--- config.mk ---
export PLATFORM = sky130hd
export DESIGN_NAME = alu_exec_seq
export DESIGN_NICKNAME = d
export VERILOG_FILES = /design/src/rtl/alu_exec_pkg.sv /design/src/rtl/alu_core.sv /design/src/rtl/alu_exec_seq.sv
export SDC_FILE = /design/constraint.sdc
export NUM_CORES = 1
export LEC_CHECK = 0
export CAP_MARGIN = 10
export CORE_MARGIN = 2
export CORE_UTILIZATION = 50
export DETAILED_ROUTE_END_ITERATION = 12
export DONT_BUFFER_PORTS = 1
export PLACE_DENSITY = 0.66
export SETUP_SLACK_MARGIN = 0.05
export SLEW_MARGIN = 15
export SYNTH_ARGS = -nofsm -noshare
export SYNTH_HDL_FRONTEND = slang
export SYNTH_SLANG_ARGS = --single-unit
--- constraint.sdc ---
create_clock -name clk -period 3.4 [get_ports clk]
set_input_delay 0.68 -clock clk [delete_from_list [all_inputs] [get_ports clk]]
set_output_delay 0.68 -clock clk [all_outputs]
set_load 0.02 [all_outputs]
--- src/rtl/alu_exec_pkg.sv ---
// Shared types for the execute sequencer: ALU op encoding, sequencer FSM states
// and the default number of implemented registers.
package alu_exec_pkg;

    localparam int unsigned NumRegsDefault = 3;

    typedef enum logic [2:0] {
        OpAdd = 3'b000,
        OpSub = 3'b001,
        OpAnd = 3'b010,
        OpOr  = 3'b011,
        OpXor = 3'b100,
        OpShl = 3'b101,
        OpNot = 3'b110,
        OpLdi = 3'b111
    } alu_op_e;

    typedef enum logic [2:0] {
        StIdle,
        StRdA,
        StRdB,
        StExe,
        StWb,
        StErr
    } exec_state_e;

endpackage

--- src/rtl/alu_core.sv ---
// Purely combinational ALU used by the execute sequencer.
// Ports:
//   op     - operation select (alu_op_e)
//   a, b   - operands; imm - immediate for LDI
//   result - operation result, modulo 2^DATA_W
//   c      - carry-out (ADD), borrow (SUB), shifted-out bit (SHL), else 0
//   z      - result is zero
module alu_core
    import alu_exec_pkg::*;
#(
    parameter int unsigned DATA_W = 8
) (
    input  alu_op_e             op,
    input  logic [DATA_W-1:0]   a,
    input  logic [DATA_W-1:0]   b,
    input  logic [DATA_W-1:0]   imm,
    output logic [DATA_W-1:0]   result,
    output logic                c,
    output logic                z
);

    logic [DATA_W:0] sum;

    assign sum = {1'b0, a} + {1'b0, b};

    always_comb begin
        result = '0;
        c      = 1'b0;
        unique case (op)
            OpAdd: begin
                result = sum[DATA_W-1:0];
                c      = sum[DATA_W];
            end
            OpSub: begin
                result = a - b;
                c      = (a < b);
            end
            OpAnd: result = a & b;
            OpOr:  result = a | b;
            OpXor: result = a ^ b;
            OpShl: begin
                result = {a[DATA_W-2:0], 1'b0};
                c      = a[DATA_W-1];
            end
            OpNot: result = ~a;
            OpLdi: result = imm;
        endcase
        z = (result == '0);
    end

endmodule

--- src/rtl/alu_exec_seq.sv ---
// Multi-cycle execute sequencer; sole master of the register file's single port.
// Each accepted op runs IDLE -> RDA -> RDB -> EXE -> WB, or IDLE -> ERR when any
// register address is out of range. All rf_*, done, err and flag outputs are
// registered; req_ready is decoded from state.
// Ports:
//   clk, rst           - clock, synchronous active-high reset
//   req_valid/ready    - request handshake (ready only in IDLE)
//   req_op/rs1/rs2/rd  - operation, sources A/B, destination
//   req_imm            - immediate for LDI
//   rf_addr/wdata/write- register file port
//   rf_rdata           - register file read data, one cycle after rf_addr
//   done, err          - completion pulse, with err for illegal addresses
//   flag_z, flag_c     - zero/carry of the last completed legal op
module alu_exec_seq
    import alu_exec_pkg::*;
#(
    parameter int unsigned DATA_W   = 8,
    parameter int unsigned ADDR_W   = 4,
    parameter int unsigned NUM_REGS = NumRegsDefault
) (
    input  logic              clk,
    input  logic              rst,
    input  logic              req_valid,
    output logic              req_ready,
    input  logic [2:0]        req_op,
    input  logic [ADDR_W-1:0] req_rs1,
    input  logic [ADDR_W-1:0] req_rs2,
    input  logic [ADDR_W-1:0] req_rd,
    input  logic [DATA_W-1:0] req_imm,
    output logic [ADDR_W-1:0] rf_addr,
    output logic [DATA_W-1:0] rf_wdata,
    output logic              rf_write,
    input  logic [DATA_W-1:0] rf_rdata,
    output logic              done,
    output logic              err,
    output logic              flag_z,
    output logic              flag_c
);

    localparam logic [ADDR_W-1:0] RegLimit = ADDR_W'(NUM_REGS);

    exec_state_e       state_q;
    alu_op_e           op_q;
    logic [ADDR_W-1:0] rs2_q;
    logic [ADDR_W-1:0] rd_q;
    logic [DATA_W-1:0] imm_q;
    logic [DATA_W-1:0] op_a_q;
    logic [DATA_W-1:0] op_b_q;
    logic              res_c_q;
    logic              res_z_q;

    logic [DATA_W-1:0] alu_b;
    logic [DATA_W-1:0] alu_result;
    logic              alu_c;
    logic              alu_z;
    logic              req_legal;

    assign req_ready = (state_q == StIdle);
    assign req_legal = (req_rs1 < RegLimit) && (req_rs2 < RegLimit) && (req_rd < RegLimit);

    // B arrives on rf_rdata during EXE and is only captured at the end of it.
    assign alu_b = (state_q == StExe) ? rf_rdata : op_b_q;

    alu_core #(
        .DATA_W (DATA_W)
    ) u_alu (
        .op     (op_q),
        .a      (op_a_q),
        .b      (alu_b),
        .imm    (imm_q),
        .result (alu_result),
        .c      (alu_c),
        .z      (alu_z)
    );

    always_ff @(posedge clk) begin
        if (rst) begin
            state_q  <= StIdle;
            op_q     <= OpAdd;
            rs2_q    <= '0;
            rd_q     <= '0;
            imm_q    <= '0;
            op_a_q   <= '0;
            op_b_q   <= '0;
            res_c_q  <= 1'b0;
            res_z_q  <= 1'b0;
            rf_addr  <= '0;
            rf_wdata <= '0;
            rf_write <= 1'b0;
            done     <= 1'b0;
            err      <= 1'b0;
            flag_z   <= 1'b0;
            flag_c   <= 1'b0;
        end else begin
            unique case (state_q)
                StIdle: begin
                    if (req_valid) begin
                        op_q  <= alu_op_e'(req_op);
                        rs2_q <= req_rs2;
                        rd_q  <= req_rd;
                        imm_q <= req_imm;
                        if (req_legal) begin
                            state_q <= StRdA;
                            rf_addr <= req_rs1;
                        end else begin
                            state_q <= StErr;
                            done    <= 1'b1;
                            err     <= 1'b1;
                        end
                    end
                end
                StRdA: begin
                    state_q <= StRdB;
                    rf_addr <= rs2_q;
                end
                StRdB: begin
                    // rf_rdata now carries rs1, addressed during RDA.
                    op_a_q  <= rf_rdata;
                    state_q <= StExe;
                end
                StExe: begin
                    op_b_q   <= rf_rdata;
                    res_c_q  <= alu_c;
                    res_z_q  <= alu_z;
                    rf_wdata <= alu_result;
                    rf_addr  <= rd_q;
                    rf_write <= 1'b1;
                    done     <= 1'b1;
                    state_q  <= StWb;
                end
                StWb: begin
                    flag_z   <= res_z_q;
                    flag_c   <= res_c_q;
                    rf_addr  <= '0;
                    rf_write <= 1'b0;
                    done     <= 1'b0;
                    state_q  <= StIdle;
                end
                StErr: begin
                    done    <= 1'b0;
                    err     <= 1'b0;
                    state_q <= StIdle;
                end
                default: state_q <= StIdle;
            endcase
        end
    end

endmodule

# [Word level (Yosys, flattened, before mapping)]
# Cells that the tools add are included.
[word_totals] inputBits=34 word_cells=69 reg_bits=57 output_inout_bits=18
[op_classes] n_mux=14 reduce_logical=14 magnitude_cmp=4 bitwise=4 add_sub_neg=2 eq_ne=15
[op_table] cell="one-hot mux 8 bit (8 select lines)" n=1
[op_table] cell="equality test 3 bit (second input constant)" n=6
[op_table] cell="one-hot mux 4 bit (4 select lines)" n=1
[op_table] cell="equality test 3 x 2 -> 1 bit (second input constant)" n=4
[op_table] cell="less-than comparator 4 x 2 -> 1 bit (second input constant)" n=3
[op_table] cell="one-hot mux 3 bit (4 select lines)" n=1
[op_table] cell="adder 8 x 8 -> 9 bit" n=1
[op_table] cell="AND reduction 3 bit" n=3
[op_table] cell="AND 8 bit" n=1
[op_table] cell="logical NOT 8 bit" n=1
[op_table] cell="less-than comparator 8 bit" n=1
[op_table] cell="two-way mux 4 bit" n=2
[op_table] cell="two-way mux 8 bit" n=1
[op_table] cell="NOT 8 bit" n=1
[op_table] cell="bitwise OR 8 bit" n=1
[op_table] cell="subtractor 8 bit" n=1
[op_table] cell="bitwise XOR 8 bit" n=1
[op_table] cell="equality test 3 x 1 -> 1 bit (second input constant)" n=2
[op_table] cell="logical NOT 3 bit" n=2
[op_table] cell="two-way mux 3 bit" n=2
[op_table] cell="one-hot mux 1 bit (3 select lines)" n=2
[op_table] cell="inequality test 2 bit (second input constant)" n=2
[op_table] cell="one-hot mux 1 bit (2 select lines)" n=2
[op_table] cell="nonzero test 2 bit" n=2
[op_table] cell="7 further kinds" n=9

# [Longest topological paths before layout]
[depth] depth_word=6 depth_mapped=16 mapped_depth_nobuf=14

# [By module]
# A second synthesis with hierarchy kept.
[hier_totals] cells_unflattened=466 area_unflattened_um2=3867.5
[modules_own_cells] mod="alu_exec_seq" area_per_inst_um2=2426.1 seq_area_each_um2=1141.1 n_inst=1 cells_each=265
[modules_own_cells] mod="alu_core" area_per_inst_um2=1441.4 seq_area_each_um2=0.0 n_inst=1 cells_each=201

# [Least setup slack after synthesis]
# No wires, ideal clock.
[synth_path] kind="flip-flop to flip-flop" from="reg state_q[2]" to="reg res_z_q" setup_slack_ps=150 n_path_buf=2 setup_ps=84 stages_incl_launch_ff=17 t_arrival_ps=3165 cell_sequence="dfxtp_1 > buf_6 > nand2b_4 > or2_1 > buf_6 > mux2i_1 > inv_1 > ha_1 > inv_1 > fa_1 > or2b_1 > a32oi_1 > a32oi_1 > or4_1 > a221oi_2 > nand4_1 > o31ai_2"
[synth_between] elab_chain_cells=5
[synth_rtl] element="start, declared" line_no="alu_exec_seq.sv:42" text="exec_state_e state_q;"
[synth_rtl] element="start signal, assigned" line_no="alu_exec_seq.sv:78" text="state_q <= StIdle;"
[synth_rtl] element="start signal, assigned" line_no="alu_exec_seq.sv:103" text="state_q <= StRdA;"
[synth_rtl] element="start signal, assigned" line_no="alu_exec_seq.sv:106" text="state_q <= StErr;"
[synth_rtl] element="equality test 3 x 2 -> 1 bit (*)" line_no="alu_exec_seq.sv:62" text="assign alu_b = (state_q == StExe) ? rf_rdata : op_b_q;"
[synth_rtl] element="two-way mux 8 bit (*)"
[synth_rtl] element="via alu_b[0]" line_no="alu_exec_seq.sv:52" text="logic [DATA_W-1:0] alu_b;"
[synth_rtl] element="subtractor 8 bit (tied with other cells)" line_no="alu_core.sv:35" text="result = a - b;"
[synth_rtl] element="one-hot mux 8 bit (8 select lines) (*)" line_no="alu_core.sv:29" text="unique case (op)"
[synth_rtl] element="logical NOT 8 bit (*)" line_no="alu_core.sv:48" text="z = (result == '0);"
[synth_rtl] element="end signal, assigned" line_no="alu_exec_seq.sv:124" text="res_z_q <= alu_z;"
[synth_rtl] element="end, declared" line_no="alu_exec_seq.sv:50" text="logic res_z_q;"
# Mark *: on every way through the listed nets, which the timed path passes. The rest lies on a longest branch.
# A chain may end at the register's enable or synchronous reset.

# [Worst setup path in the final report]
[layout_path] from="reg state_q[2]" to="reg res_z_q"
[layout_between] elab_chain_cells=5
[layout_rtl] element="equality test 3 x 2 -> 1 bit (*)" line_no="alu_exec_seq.sv:62, alu_exec_seq.sv:95"
[layout_rtl] element="two-way mux 8 bit"
[layout_rtl] element="subtractor 8 bit (tied with other cells)" line_no="alu_core.sv:35"
[layout_rtl] element="one-hot mux 8 bit (8 select lines)" line_no="alu_core.sv:29"
[layout_rtl] element="logical NOT 8 bit" line_no="alu_core.sv:48"
# Mark *: on every way between the ends. The rest lies on a longest branch, timed or not.

==> results.yml <==
routing:
  drc: 0
  wire_per_inst_um: 15.9
  via_per_inst: 5.63
  drt_wl_total_um: 9090
  first_iter_violations: 183
  vias: 3223
  drt_pass1_iterations: 5
  drtAntennaViolNets: 0
timing:
  setup_tns_ns: 0
  setup_violations: 0
  max_freq_mhz: 314
  tightest_slew_ns: 0.683
  rsz0062_at_grt: "no"
  clock_skew_ns: 0.00668
  final-max-slew-violation-count: 0
  fin_crit_sh_pct: 93.8
  hold_violations: 0
  finalCriticalPeriod_ns: 3.19
  slew_headroom_pct: 54.3
clock_tree:
  cts_buffers: 9
  cts_tree: "yes"
  clock-root-buffer: "clkbuf_8"
  hold_buffers: 0
  cts_buffer_depth: 2
  clkSinkCount: 57
  clkLatencyLatePin_ns: 0.35
  htree_num_levels: 3
  clkTransAtPathRegs_ns: 0.07
outcome:
  status: "finished, final reports clean"
synthesis:
  synthesis.area_mm2: 0.00359
  yosys.area.top_type: "dfxtp_1"
  avgSynthCellArea_um2: 7.68
  synth_fp_nets: 528
  yosys-top-cells-area: "dfxtp_1 (32%), ha_1 (8.4%), a21oi_1 (7.2%)"
  yosysMostFrequentCell: "nand2_1"
  ys_types: 62
  yosys_register_bits: 57
  yosys_warnings: 0
  seq_area_frac_synth_pct: 31.8
  synth_commonest_cells: "nand2_1 (60), dfxtp_1 (57), nor2_1 (56), a21oi_1 (52), inv_1 (31)"
  synth.top_cell.area_share_pct: 31.8
  synth_edf_count: 0
  synth-main-ff-cell: "dfxtp_1"
  syn_inst: 468
  ys_async_sr_fraction_pct: 0
floorplan:
  die_area_mm2: 0.00788
  die_h_um: 88.8
  boundaryPins: 52
  die_x_um: 88.8
  rows: 30
  core_area_mm2: 0.00687
  start_util_pct: 52.3
power_and_ir_drop:
  p_per_area_mw_per_mm2: 464
  ir_drop_mv: 0.282
  p_leak_nw: 1.62
  finalPower_mw: 1.84
flow_run:
  maxCapViolCount: 0
finish:
  layout.cells.non_filler: 572
  fin_area_mm2: 0.00397
  utilization_pct: 57.8
  areaGrowthSynthToFinish_pct: 10.4
  antenna_cells: 0
  n_fill_cell: 656
  final_nets: 531
  drive_gt1_share_pct: 11.8
placed_design:
  dp_hpwl_um: 6550
  place_congestion: 0.880
  io_buffer_count: 0
  placed_area_mm2: 0.00371
  dp_cells: 553
global_routing:
  grt_pass1_wl_um: 14600
  grtUsageTotal_pct: 24.2
  grt_overflow_total: 0
  grt_start_max_net_pins: 60
  first_global_vias: 2995
  antenna_found_initial: 0
worst_setup_path:
  cp_max_fo: 8
  ff2ff_setup_slack_ns: 0.21
  crit_path_end_kind: "register"
  crit_required_ns: 3.66
  crit_path_start_kind: "register"
  worstSetupPathType: "reg2reg"
  cp.arrival_ns: 3.45
worst_hold_path:
  hp-class: "in2reg"
## sequential cells by signal, summed over array words and instances, names as in the netlist
| name | flops |
|---|---|
| rf_write | 1 |
| err | 1 |
| rf_wdata | 8 |
| done | 1 |
| flag_c | 1 |
| rf_addr | 4 |
| res_z_q | 1 |
| state_q | 3 |
| res_c_q | 1 |
| op_a_q | 8 |
| flag_z | 1 |
| rd_q | 4 |
| op_b_q | 8 |
| op_q | 3 |
| imm_q | 8 |
| rs2_q | 4 |
## metal layers
layer	up-vias	wire (µm)	global-route usage, %	part of all wire [%]
met5	-	0	0	0
met4	0	130	9.37	1.4
met3	11	504	5.50	5.5
met2	95	4020	35.5	44
met1	1485	4440	34.3	49
li1	1632	-	-	-
## where the power goes
| group | internal (mW) | leakage, nW | switching [mW] |
|---|---|---|---|
| Combinational | 0.155 | 1.05 | 0.226 |
| Clock | 0.411 | 0.0995 | 0.280 |
| Sequential | 0.711 | 0.464 | 0.0575 |
## through the flow
| stage | setup WS (ns) | hold WS (ns) |
|---|---|---|
| CTS | 0.105 | 0.386 |
| detailed placement | 0.142 | 0.438 |
| finish | 0.211 | 0.405 |
| global route | 0.0759 | 0.389 |
| global placement | 0.235 | 0.434 |
| floorplan | 0.150 | 0.431 |
## what timing repair did
item	CTS	global route
setup buffers	0	3
gates resized for setup	0	7
endpoints found under the setup margin	0	2
## cell usage in the layout (no fill, tap or decap), types with 3 or more instances in the layout
cell type	count
a211oi_1	9
a21oi_1	52
a221oi_1	5
a31oi_1	5
a32oi_1	3
and2_1	4
buf_4	21
clkbuf_8	9
dfxtp_1	57
ha_1	22
inv_1	31
mux2_2	6
mux2i_1	9
nand2_1	60
nand2b_1	8
nand3_1	8
nand3b_1	3
nor2_1	56
nor2b_1	9
nor3_1	10
nor4_1	3
o21a_1	4
o21ai_0	18
o22ai_1	4
xnor2_1	3
## cell type report
class,instances,area (µm²),area share (%)
multi-input cells,351,2220,56.0
flip-flops and latches,57,1140,28.8
repair buffers,21,158,3.97
clock buffers,11,131,3.31
well taps,96,120,3.03
inverters,31,116,2.93
clock inverters,5,80.1,2.02
## final timing paths
check | start | end | cells after the start
setup reg to reg | state_q[2] | res_z_q | 12
setup / recovery | state_q[2] | res_z_q | 12
hold reg to reg | imm_q[2] | imm_q[2] | 2
hold / removal | rst | rf_wdata[6] | 1
## critical path, stage by stage (launching register included)
cell and delay (ns):
dfxtp_1 0.31, nand2b_4 0.14, or2_4 0.26, buf_4 0.18, mux2i_4 0.20, ha_2 0.40
or2b_1 0.24, a32oi_1 0.17, a32oi_1 0.14, or4_1 0.57, a221oi_2 0.19, nand4_1 0.13
o31ai_2 0.18
## cells by family (layout without fill, tap and decap cells)
kind of cell | Yosys count | after routing | share of synthesized area, %
compound gates | 124 | 124 | 21.8
flops | 57 | 57 | 31.8
xor+xnor | 5 | 5 | 1.22
fa+ha+maj | 26 | 26 | 9.47
buf+inv | 60 | 68 | 7.28
simple gates | 179 | 179 | 23.2
mux | 17 | 17 | 5.29
No activity file was read; power rests on OpenSTA's default activity.
